===== config.mk =====
export PLATFORM = sky130hd
export DESIGN_NAME = ex_operand_stage
export DESIGN_NICKNAME = d
export VERILOG_FILES = /design/src/rtl/ex_operand_stage_pkg.sv /design/src/rtl/ex_operand_stage_forward_unit.sv /design/src/rtl/ex_operand_stage.sv
export SDC_FILE = /design/constraint.sdc
export NUM_CORES = 1
export LEC_CHECK = 0
export CAP_MARGIN = 20
export CORE_UTILIZATION = 45
export CTS_BUF_LIST = sky130_fd_sc_hd__clkbuf_16
export CTS_CLUSTER_SIZE = 12
export DETAILED_ROUTE_END_ITERATION = 12
export GPL_ROUTABILITY_DRIVEN = 0
export HOLD_SLACK_MARGIN = 0.1
export PLACE_DENSITY = 0.87
export SLEW_MARGIN = 0
export SYNTH_ARGS = -nofsm -noshare
export SYNTH_HDL_FRONTEND = slang
export SYNTH_HIERARCHICAL = 1
export SYNTH_SLANG_ARGS = --single-unit

===== constraint.sdc =====
create_clock -name clk -period 9.82 [get_ports clk]
set_input_delay 2.455 -clock clk [delete_from_list [all_inputs] [get_ports clk]]
set_output_delay 2.455 -clock clk [all_outputs]
set_load 0.1 [all_outputs]

===== src/rtl/ex_operand_stage_pkg.sv =====
// ---------------------------------------------------------------------------
// ex_operand_stage_pkg
//   Shared types for the execute operand stage.
//   - alu_op_e : 3-bit ALU opcode carried from decode into execute.
//   - fwd_sel_e: operand source selected by the forwarding logic.
// ---------------------------------------------------------------------------
package ex_operand_stage_pkg;

  typedef enum logic [2:0] {
    ALU_ADD   = 3'b000,
    ALU_SUB   = 3'b001,
    ALU_AND   = 3'b010,
    ALU_OR    = 3'b011,
    ALU_PASSB = 3'b100,
    ALU_SLT   = 3'b101
  } alu_op_e;

  typedef enum logic [1:0] {
    FWD_REG = 2'b00,  // use the value read from the register file
    FWD_WB  = 2'b01,  // use the result being written back
    FWD_MEM = 2'b10   // use the ALU result sitting in the memory stage
  } fwd_sel_e;

  localparam int unsigned REG_IDX_W = 5;

  // A producer can forward only if it writes a real register that matches.
  function automatic logic hits(input logic                 reg_write,
                                input logic [REG_IDX_W-1:0] rd,
                                input logic [REG_IDX_W-1:0] rs);
    return reg_write && (rd != '0) && (rd == rs);
  endfunction

endpackage


===== src/rtl/ex_operand_stage_forward_unit.sv =====
// ---------------------------------------------------------------------------
// forward_unit
//   Chooses where one source operand comes from. The memory stage holds the
//   younger result, so it wins over write-back. Register x0 never forwards.
// Ports:
//   Rs        in  5  source register index of the held instruction
//   RdM, RdW  in  5  destination indices in the memory / write-back stages
//   RegWriteM in  1  memory-stage writeback enable
//   RegWriteW in  1  write-back-stage writeback enable
//   Sel       out    forward select (FWD_REG / FWD_WB / FWD_MEM)
// ---------------------------------------------------------------------------
module forward_unit
  import ex_operand_stage_pkg::*;
(
  input  logic [REG_IDX_W-1:0] Rs,
  input  logic [REG_IDX_W-1:0] RdM,
  input  logic [REG_IDX_W-1:0] RdW,
  input  logic                 RegWriteM,
  input  logic                 RegWriteW,
  output fwd_sel_e             Sel
);

  always_comb begin
    Sel = FWD_REG;
    if (hits(RegWriteM, RdM, Rs)) begin
      Sel = FWD_MEM;
    end else if (hits(RegWriteW, RdW, Rs)) begin
      Sel = FWD_WB;
    end
  end

endmodule


===== src/rtl/ex_operand_stage.sv =====
// ---------------------------------------------------------------------------
// ex_operand_stage
//   One-entry decode->execute pipeline register with valid/ready handshake
//   and operand forwarding from the memory and write-back stages.
//   Forwarding is purely combinational on the held indices, so a stalled
//   instruction keeps picking up results that retire while it waits.
// Ports:
//   clk, rst_n                     clock, async active-low reset
//   InValid / InReady              decode-side handshake
//   RD1D, RD2D, ImmExtD            decoded operands and extended immediate
//   Rs1D, Rs2D, RdD                register indices
//   ALUSrcD, ALUControlD, RegWriteD decoded control
//   Flush                          drop the held entry (and any same-cycle input)
//   ALUResultM, ResultW, RdM, RdW, RegWriteM, RegWriteW  forwarding sources
//   OutValid / OutReady            execute-side handshake
//   SrcA, SrcB, WriteDataE         ALU operands and store data
//   ALUControlE, RdE, RegWriteE    registered control toward execute
// ---------------------------------------------------------------------------
module ex_operand_stage
  import ex_operand_stage_pkg::*;
#(
  parameter int XLEN = 32
) (
  input  logic            clk,
  input  logic            rst_n,

  input  logic            InValid,
  output logic            InReady,
  input  logic [XLEN-1:0] RD1D,
  input  logic [XLEN-1:0] RD2D,
  input  logic [XLEN-1:0] ImmExtD,
  input  logic [4:0]      Rs1D,
  input  logic [4:0]      Rs2D,
  input  logic [4:0]      RdD,
  input  logic            ALUSrcD,
  input  logic [2:0]      ALUControlD,
  input  logic            RegWriteD,

  input  logic            Flush,

  input  logic [XLEN-1:0] ALUResultM,
  input  logic [XLEN-1:0] ResultW,
  input  logic [4:0]      RdM,
  input  logic [4:0]      RdW,
  input  logic            RegWriteM,
  input  logic            RegWriteW,

  output logic            OutValid,
  input  logic            OutReady,
  output logic [XLEN-1:0] SrcA,
  output logic [XLEN-1:0] SrcB,
  output logic [XLEN-1:0] WriteDataE,
  output logic [2:0]      ALUControlE,
  output logic [4:0]      RdE,
  output logic            RegWriteE
);

  // Held entry
  logic            valid_reg;
  logic [XLEN-1:0] rd1_reg;
  logic [XLEN-1:0] rd2_reg;
  logic [XLEN-1:0] imm_ext_reg;
  logic [4:0]      rs1_reg;
  logic [4:0]      rs2_reg;
  logic [4:0]      rd_reg;
  logic            alu_src_reg;
  alu_op_e         alu_control_reg;
  logic            reg_write_reg;

  logic            take;
  logic            valid_next;

  fwd_sel_e        sel_a;
  fwd_sel_e        sel_b;
  logic [XLEN-1:0] fwd_a;
  logic [XLEN-1:0] fwd_b;

  // -------------------------------------------------------------------------
  // Handshake
  // -------------------------------------------------------------------------
  assign InReady  = !valid_reg || OutReady;
  assign OutValid = valid_reg;

  // Payload is loaded only for entries that survive; a flushed input transfer
  // is accepted (InReady is honoured) but never lands.
  assign take = InValid && InReady && !Flush;

  always_comb begin
    valid_next = valid_reg;
    if (Flush) begin
      valid_next = 1'b0;
    end else if (take) begin
      valid_next = 1'b1;
    end else if (valid_reg && OutReady) begin
      valid_next = 1'b0;
    end
  end

  always_ff @(posedge clk or negedge rst_n) begin
    if (!rst_n) begin
      valid_reg <= 1'b0;
    end else begin
      valid_reg <= valid_next;
    end
  end

  always_ff @(posedge clk or negedge rst_n) begin
    if (!rst_n) begin
      rd1_reg         <= '0;
      rd2_reg         <= '0;
      imm_ext_reg     <= '0;
      rs1_reg         <= '0;
      rs2_reg         <= '0;
      rd_reg          <= '0;
      alu_src_reg     <= 1'b0;
      alu_control_reg <= ALU_ADD;
      reg_write_reg   <= 1'b0;
    end else if (take) begin
      rd1_reg         <= RD1D;
      rd2_reg         <= RD2D;
      imm_ext_reg     <= ImmExtD;
      rs1_reg         <= Rs1D;
      rs2_reg         <= Rs2D;
      rd_reg          <= RdD;
      alu_src_reg     <= ALUSrcD;
      alu_control_reg <= alu_op_e'(ALUControlD);
      reg_write_reg   <= RegWriteD;
    end
  end

  // -------------------------------------------------------------------------
  // Forwarding
  // -------------------------------------------------------------------------
  forward_unit u_fwd_a (
    .Rs        (rs1_reg),
    .RdM       (RdM),
    .RdW       (RdW),
    .RegWriteM (RegWriteM),
    .RegWriteW (RegWriteW),
    .Sel       (sel_a)
  );

  forward_unit u_fwd_b (
    .Rs        (rs2_reg),
    .RdM       (RdM),
    .RdW       (RdW),
    .RegWriteM (RegWriteM),
    .RegWriteW (RegWriteW),
    .Sel       (sel_b)
  );

  always_comb begin
    fwd_a = rd1_reg;
    unique case (sel_a)
      FWD_MEM: fwd_a = ALUResultM;
      FWD_WB:  fwd_a = ResultW;
      default: fwd_a = rd1_reg;
    endcase
  end

  always_comb begin
    fwd_b = rd2_reg;
    unique case (sel_b)
      FWD_MEM: fwd_b = ALUResultM;
      FWD_WB:  fwd_b = ResultW;
      default: fwd_b = rd2_reg;
    endcase
  end

  // -------------------------------------------------------------------------
  // Outputs
  // -------------------------------------------------------------------------
  assign SrcA        = fwd_a;
  assign SrcB        = alu_src_reg ? imm_ext_reg : fwd_b;
  assign WriteDataE  = fwd_b;
  assign ALUControlE = alu_control_reg;
  assign RdE         = rd_reg;
  // A bubble must never write back, whatever stale control it holds.
  assign RegWriteE   = valid_reg && reg_write_reg;

endmodule


-- Word level (Yosys, flattened, before mapping)
Cells that the tools add are included.
- input bits: 197
- output and inout bits: 107
- register bits: 117
- reductions and logical operators: 16
- multiplexer cells: 10
- eq/ne operators: 8
- operator list (operator ; number):
    32-bit case mux with 2 select lines ; 2
    32-bit two-way mux ; 1
    5-bit == test ; 4
    1-bit logical AND ; 10
    5-bit nonzero test ; 2
    1-bit two-way mux ; 5
    2-bit by 1-bit == test with 1-bit output, second input constant ; 2
    2-bit == test, second input constant ; 2
    2-bit two-way mux ; 2
    3-bit nonzero test ; 1
    1-bit logical NOT ; 2
    1-bit logical OR ; 1

-- Logic depth before layout (Yosys ltp)
Gate-level depths: netlist of the first run.
- depth in word-level cells: 8
- mapped depth: 11

-- Modules after synthesis
Netlist of the first run, hierarchy kept.
- modules (own cells, without submodules) (module ; seq. area each (sq um) ; cells an instance ; times used ; area an instance (sq um)):
    ex_operand_stage ; 2927.8 ; 514 ; 1 ; 6224.7
    forward_unit ; 0.0 ; 20 ; 2 ; 151.4

-- Worst setup path after synthesis of the first run
Ideal clock, no wire load.
- kind: input-to-output
- from: in RdM[0]
- to: out SrcB[30]
- arrival: 6131 ps
- required time: 7365 ps
- setup slack: 1234 ps
- path buffers: 2
- stages: 10
- path through: o41ai_2 a211oi_2 nor3_2 inv_1 ha_1 buf_2 buf_2 a221oi_1 a21oi_1 mux2_2
- longest elaborated chain between the ends: 7
- ends and longest elaborated chain (element ; RTL line ; text):
    from (decl) ; ex_operand_stage.sv:43 ; input logic [4:0] RdM,
    5-bit nonzero test ; ex_operand_stage_pkg.sv:30 ; return reg_write && (rd != '0) && (rd == rs);
    1-bit logical AND ; ex_operand_stage_pkg.sv:30 ;
    1-bit logical AND * ; ex_operand_stage_pkg.sv:30 ;
    2-bit two-way mux * ; ex_operand_stage_forward_unit.sv:25 ; if (hits(RegWriteM, RdM, Rs)) begin
    net sel_b[1] ; ex_operand_stage.sv:74 ; fwd_sel_e sel_b;
    2-bit by 1-bit == test with 1-bit output or 2-bit == test (tied branches) ; ex_operand_stage.sv:163 ; unique case (sel_b)
    32-bit case mux with 2 select lines * ; ex_operand_stage.sv:163 ;
    net WriteDataE[30] ; ex_operand_stage.sv:52 ; output logic [XLEN-1:0] WriteDataE,
    32-bit two-way mux * ; ex_operand_stage.sv:174 ; assign SrcB = alu_src_reg ? imm_ext_reg : fwd_b;
    to (decl) ; ex_operand_stage.sv:51 ; output logic [XLEN-1:0] SrcB,
The timed path passes the listed nets; every way through them passes the cells marked *.

-- Final worst setup path of the first run
- from: in RdM[0]
- to: out SrcB[20]
- longest elaborated chain between the ends: 7
- ends and longest elaborated chain (element ; RTL line):
    5-bit nonzero test ; ex_operand_stage_pkg.sv:30
    1-bit logical AND ; ex_operand_stage_pkg.sv:30
    1-bit logical AND * ; ex_operand_stage_pkg.sv:30
    2-bit two-way mux * ; ex_operand_stage_forward_unit.sv:25
    net sel_b[1] ; ex_operand_stage.sv:74
    2-bit by 1-bit == test with 1-bit output or 2-bit == test (tied branches) ; ex_operand_stage.sv:163
    32-bit case mux with 2 select lines * ; ex_operand_stage.sv:163
    32-bit two-way mux * ; ex_operand_stage.sv:174
Marked as above.

==> out/metrics.yaml, run 1 <==
status: "complete, no violations"
place_ws_ns: 1.46
core_um2: 14000
critPathBufInv: 3
root_buffer: "clkbuf_16"
fillers: 972
via_count: 5789
row_count: 43
fin_skew_ns: 0.00609
final_util_pct: 70.1
overflow: 0
grt_pass1_vias: 6021
first_iter_violations: 259
cts_tree: "built"
worst_hold_startpoint: "imm_ext_reg[15]$_DFFE_PN0P_"
synthFlopType: "dfrtp_1"
synth.most_common_cell: "dfrtp_1"
avgSynthCellArea_um2: 11.8
track_usage_pct: 27.8
antenna_found_initial: 0
clkLatencyLatePin_ns: 0.41
slew-limit-headroom_pct: 34.3
dp_hpwl_um: 14400
min_path_cells: 1
synth.top_cell.area_share_pct: 44.9
syn-num-nets: 755
fmax_ghz: 0.121
dr.pass1.iters: 7
yosys_warnings: 6
final.min_clock_period_ns: 8.30
cpMostUsedCell: "buf_4"
r2r_slack_ns: 7.77
io_pins: 304
cts.sinks: 117
synth_enable_flop_cells: 0
async_flop_share_pct: 100
whs_ns: 0.499
rsz0062_at_grt: "no"
grt_max_degree: 65
clk_pin_slew_ns: 0.05
setup_viol: 0
fin_crit_sh_pct: 84.5
required_ns: 7.37
cts_hold_buf: 0
dieArea_um2: 15000
drc_errors: 0
path_class: "in -> out"
yosysUniqueCellTypes: 28
ys_seq_area_share_pct: 44.9
ant_nets: 0
critical_path.max_stage_delay_ns: 0.71
cts.path.max_buffers: 2
cts_max_level: 4
hold_path.class: "reg -> reg"
finalPower_mw: 2.44
report.final.slew_viol_count: 0
drv_cap: 0
cts_setup_buffers: 0
initial_core_util_pct: 46.5
wl_um: 20700
yosys-top-cells-area: "dfrtp_1 (45%), mux2_2 (19%), mux2_4 (9.2%)"
avgViaCountPerCell: 5.61
ir_drop_uv: 170
cts-buffers-inserted: 17
nNetsFinal: 1042
crit_slowest_cell: "ha_1"
crit_family: "buffers and inverters"
fp.dieW_um: 122
wire_per_inst_um: 20.0
crit_fanout: 17
rr_startpoint: "OutValid$_DFFE_PN0P_"
worstMarginPinSlew_ns: 0.983
critical_path_arrival_ns: 5.84
grt_pass1_wl_um: 31500
syn_area_um2: 6530
finalSetupTns_ns: 0
io_buffer_count: 303
syn_to_final_growth_pct: 50.8
worstRegToRegCells: 4
hold_end: "imm_ext_reg[15]$_DFFE_PN0P_"
crit_chain: "clkdlybuf4s50_1 -> o41ai_2 -> a211oi_2 -> nor3_2 -> ha_1 -> buf_4 -> a221oi_1 -> a21oi_1 -> mux2_2 -> buf_4"
die_y_um: 122
ys_top_cells_by_count: "dfrtp_1 (117), mux2_2 (108), mux2_4 (40), inv_1 (37), nand2_1 (36)"
drive_above_1_share_pct: 33.5
synthCells: 554
final-hold-violation-count: 0
critPathLaunchType: "input port"
cts_resized: 0
p_leak_nw: 4.28
layout_setup_ws_ns: 1.52
power_density_nw_per_um2: 247
r2r_end: "imm_ext_reg[8]$_DFFE_PN0P_"
synth_seq_cells: 117
yosys.area.top_type: "dfrtp_1"
endpoint_kind: "output pin"
antenna_cells: 0
-- stage by stage --
step	std cells	cell area, um^2
after floorplan	554	6530
after global placement	1000	9310
after detailed placement	1000	9310
after CTS	1030	9790
after global routing	1032	9840
final	1032	9840
-- area by class of cell --
class	count	area [um^2]	area share, %
Clock buffer	17	425	4.32
Clock inverter	13	55.1	0.559
Inverter	37	139	1.41
Multi-Input combinational cell	357	3180	32.3
Sequential cell	117	2930	29.7
Tap cell	180	225	2.29
Timing Repair Buffer	311	2890	29.4
-- cell usage in the layout, fill, tap and decap left out, drive strengths merged, types with 4 or more instances in the layout --
| cell type | count |
|---|---|
| clkdlybuf4s50 | 206 |
| mux2 | 148 |
| dfrtp | 117 |
| buf | 105 |
| inv | 41 |
| nand2 | 36 |
| a21oi | 34 |
| a221oi | 32 |
| a22oi | 32 |
| o21ai | 32 |
| clkbuf | 17 |
| xnor2 | 10 |
| clkinv | 9 |
| xor2 | 6 |
| nor3 | 6 |
| nor2 | 4 |
| nand3 | 4 |
| ha | 4 |
-- how the worst max path moves through the flow --
stage          startpoint  slack, ns        to  depth (start not counted)
6_report           RdM[0]       1.52  SrcB[20]                         10
5_1_grt            RdM[0]       1.34  SrcB[26]                         10
3_5_place_dp       RdM[1]       1.46  SrcB[20]                         10
2_1_floorplan      RdM[0]       1.23  SrcB[30]                         10
4_1_cts            RdM[0]       1.39  SrcB[20]                         10
3_3_place_gp       RdM[0]       1.57  SrcB[24]                         10
-- logic make-up (layout without fill, tap and decap cells) --
group	count (synthesis)	after routing	share of synthesized area [%]
flops	117	117	44.9
mux	148	148	27.8
simple gates	55	55	3.91
buf+inv	80	378	6.57
compound gates	134	134	13.9
xor+xnor	16	16	2.15
fa+ha+maj	4	4	0.767
-- report_power, final --
group,leakage [nW],switching [mW],internal (mW)
combinational,2.65,0.946,0.358
clock,0.257,0.205,0.308
sequential,1.38,0.0541,0.565
-- per-layer routing --
| layer | track usage, % | wire (um) | vias to the layer above |
|---|---|---|---|
| li1 | - | - | 2589 |
| met1 | 31.3 | 7780 | 2813 |
| met2 | 47.7 | 10400 | 327 |
| met3 | 7.25 | 1770 | 60 |
| met4 | 15.1 | 765 | 0 |
| met5 | 0 | 0 | - |
Power figures use the tool's default switching activity.
==> run 2: changes to the inputs <==
--- a/config.mk
+++ b/config.mk
@@ -6,13 +6,13 @@
 export NUM_CORES = 1
 export LEC_CHECK = 0
 export CAP_MARGIN = 20
-export CORE_UTILIZATION = 45
+export CORE_UTILIZATION = 38
 export CTS_BUF_LIST = sky130_fd_sc_hd__clkbuf_16
 export CTS_CLUSTER_SIZE = 12
 export DETAILED_ROUTE_END_ITERATION = 12
 export GPL_ROUTABILITY_DRIVEN = 0
 export HOLD_SLACK_MARGIN = 0.1
-export PLACE_DENSITY = 0.87
+export PLACE_DENSITY = 0.78
 export SLEW_MARGIN = 0
 export SYNTH_ARGS = -nofsm -noshare
 export SYNTH_HDL_FRONTEND = slang
==> constraint.sdc (replaced) <==
create_clock -name clk -period 7.2 [get_ports clk]
set_input_delay 1.8 -clock clk [delete_from_list [all_inputs] [get_ports clk]]
set_output_delay 1.8 -clock clk [all_outputs]
set_load 0.1 [all_outputs]
==> run 2 against run 1 <==
Net effect: clock power increased by 53%; largest power group unchanged; highest routed layer unchanged; design area increased by 14%; clock skew increased by 0.0026 ns; largest cell class is now buffers; critical endpoint is now SrcB[30].
==> out/metrics.yaml, run 2 (synthesis gave the netlist of run 1 again) <==
final_cell_mix: "clkdlybuf4s50_1 (206), dfrtp_1 (116), mux2_2 (108)"
crit_family: "compound AO/OA/AOI/OAI gates"
min_path_cells: 1
die_y_um: 133
clkLatencyLatePin_ns: 0.41
report.final.slew_viol_count: 0
power_density_nw_per_um2: 340
p_clk_share_pct: 20.6
finalNonFillerCells: 1076
wl_um: 21900
crit_slowest_cell: "clkdlybuf4s50_1"
antenna_found_initial: 2
cts-buffers-inserted: 17
critical_path.max_stage_delay_ns: 0.52
p_int_mw: 2.07
syn_to_final_growth_pct: 71.2
r2r_slack_ns: 5.12
final-hold-violation-count: 0
io_buffer_count: 303
multiInputGateArea_um2: 3220
p_leak_nw: 4.73
finalPower_mw: 3.80
cts_setup_buffers: 0
wire_per_inst_um: 20.3
dr.pass1.iters: 5
rr_startpoint: "OutValid$_DFFE_PN0P_"
cts.path.max_buffers: 2
finalSetupTns_ns: 0
hold_path.class: "reg -> reg"
combPwrFrac_pct: 56.9
fin_skew_ns: 0.00872
seqPwrFrac_pct: 22.6
layout_setup_ws_ns: 0.457
fin_crit_sh_pct: 93.7
cts.sinks: 117
ir_drop_uv: 264
rsz0062_at_grt: "no"
worstRegToRegCells: 4
grt_pass1_wl_um: 34000
cts_resized: 0
required_ns: 5.40
crit_fanout: 16
row_count: 47
first_iter_violations: 270
dp_cells: 1045
core_um2: 16700
p_sw_mw: 1.73
status: "complete, no violations"
grt_pass1_vias: 6229
crit_chain: "clkdlybuf4s50_1 -> o41ai_2 -> a211oi_2 -> nor3_2 -> inv_1 -> ha_2 -> buf_4 -> a221oi_1 -> a21oi_2 -> mux2_2 -> buf_12"
fp.dieW_um: 133
root_buffer: "clkbuf_16"
clk_pin_slew_ns: 0.05
initial_core_util_pct: 39.1
fillers: 1221
place_ws_ns: 0.456
critPathLaunchType: "input port"
r2r_end: "imm_ext_reg[5]$_DFFE_PN0P_"
dieArea_um2: 17700
avgViaCountPerCell: 5.32
io_pins: 304
critical_path_arrival_ns: 4.94
setup_viol: 0
path_class: "in -> out"
grt_max_degree: 65
via_count: 5728
cts_max_level: 4
dp_hpwl_um: 16100
swShare_pct: 45.4
overflow: 0
final_common_cell: "clkdlybuf4s50_1"
cts_tree: "built"
critPathBufInv: 4
track_usage_pct: 25.2
fmax_ghz: 0.148
final.min_clock_period_ns: 6.74
drc_errors: 0
drv_cap: 0
worst_hold_startpoint: "imm_ext_reg[29]$_DFFE_PN0P_"
nNetsFinal: 1045
endpoint_kind: "output pin"
cts_hold_buf: 0
drive_above_1_share_pct: 34.9
ant_nets: 0
hold_end: "imm_ext_reg[29]$_DFFE_PN0P_"
regArea_um2: 2930
worstMarginPinSlew_ns: 0.980
slew-limit-headroom_pct: 34.5
[run 2: changes by cell type in the layout (fill, tap and decap cells not counted), sizes merged]
cell | before | now
buf | 105 | 108
clkinv | 9 | 6
bufinv | 0 | 2
diode | 0 | 2
[run 2: final cells by class]
type / count / share of cell area (%)
Tap cell: 220 / 2.46
Clock buffer: 17 / 3.81
Clock inverter: 12 / 0.907
Multi-Input combinational cell: 357 / 28.8
Timing Repair Buffer: 314 / 36.6
Antenna cell: 2 / 0.0448
Sequential cell: 117 / 26.2
Inverter: 37 / 1.24
[run 2: stage by stage]
stage | hold WS, ns | cell area (um^2) | utilization (%)
global placement | 0.484 | 10600 | 63.7
detailed placement | 0.494 | 10600 | 63.7
floorplan | 0.473 | 6560 | -
global route | 0.520 | 11200 | 66.9
CTS | 0.505 | 11200 | 66.9
finish | 0.502 | 11200 | 66.9
[run 2: power by group through the flow]
stage | registers (mW) | clock network, mW | logic [mW]
after CTS | 0.857 | 0.799 | 2.17
final | 0.858 | 0.782 | 2.16
after global placement | 0.860 | 0 | 2.15
after global routing | 0.872 | 0.825 | 2.22
after floorplan | 0.887 | 0 | 1.31
after detailed placement | 0.866 | 0 | 2.17
[run 2: per-layer routing]
metal | vias up | GRT usage [%] | wire, um
met4 | 0 | 13.1 | 638
met1 | 2807 | 28.6 | 8420
met3 | 45 | 7.59 | 1770
met2 | 269 | 42.8 | 11000
met5 | - | 0 | 0
li1 | 2607 | - | -
[run 2: worst register-to-register path: stages (launching register included)]
cell and delay, ns:
dfrtp_1 0.39, nor2b_4 0.15, nor3b_4 0.18, buf_4 0.75, mux2_2 0.49
[run 2: worst max-delay path by stage]
stage	slack [ns]	cells after the start	from	end
4_1_cts	0.45	11	RdM[0]	SrcB[30]
2_1_floorplan	-0.08	10	RdM[0]	SrcB[2]
6_report	0.46	11	RdM[0]	SrcB[30]
3_5_place_dp	0.46	11	RdM[0]	SrcB[30]
5_1_grt	0.37	11	RdM[0]	SrcB[30]
3_3_place_gp	0.55	11	RdM[0]	SrcB[30]
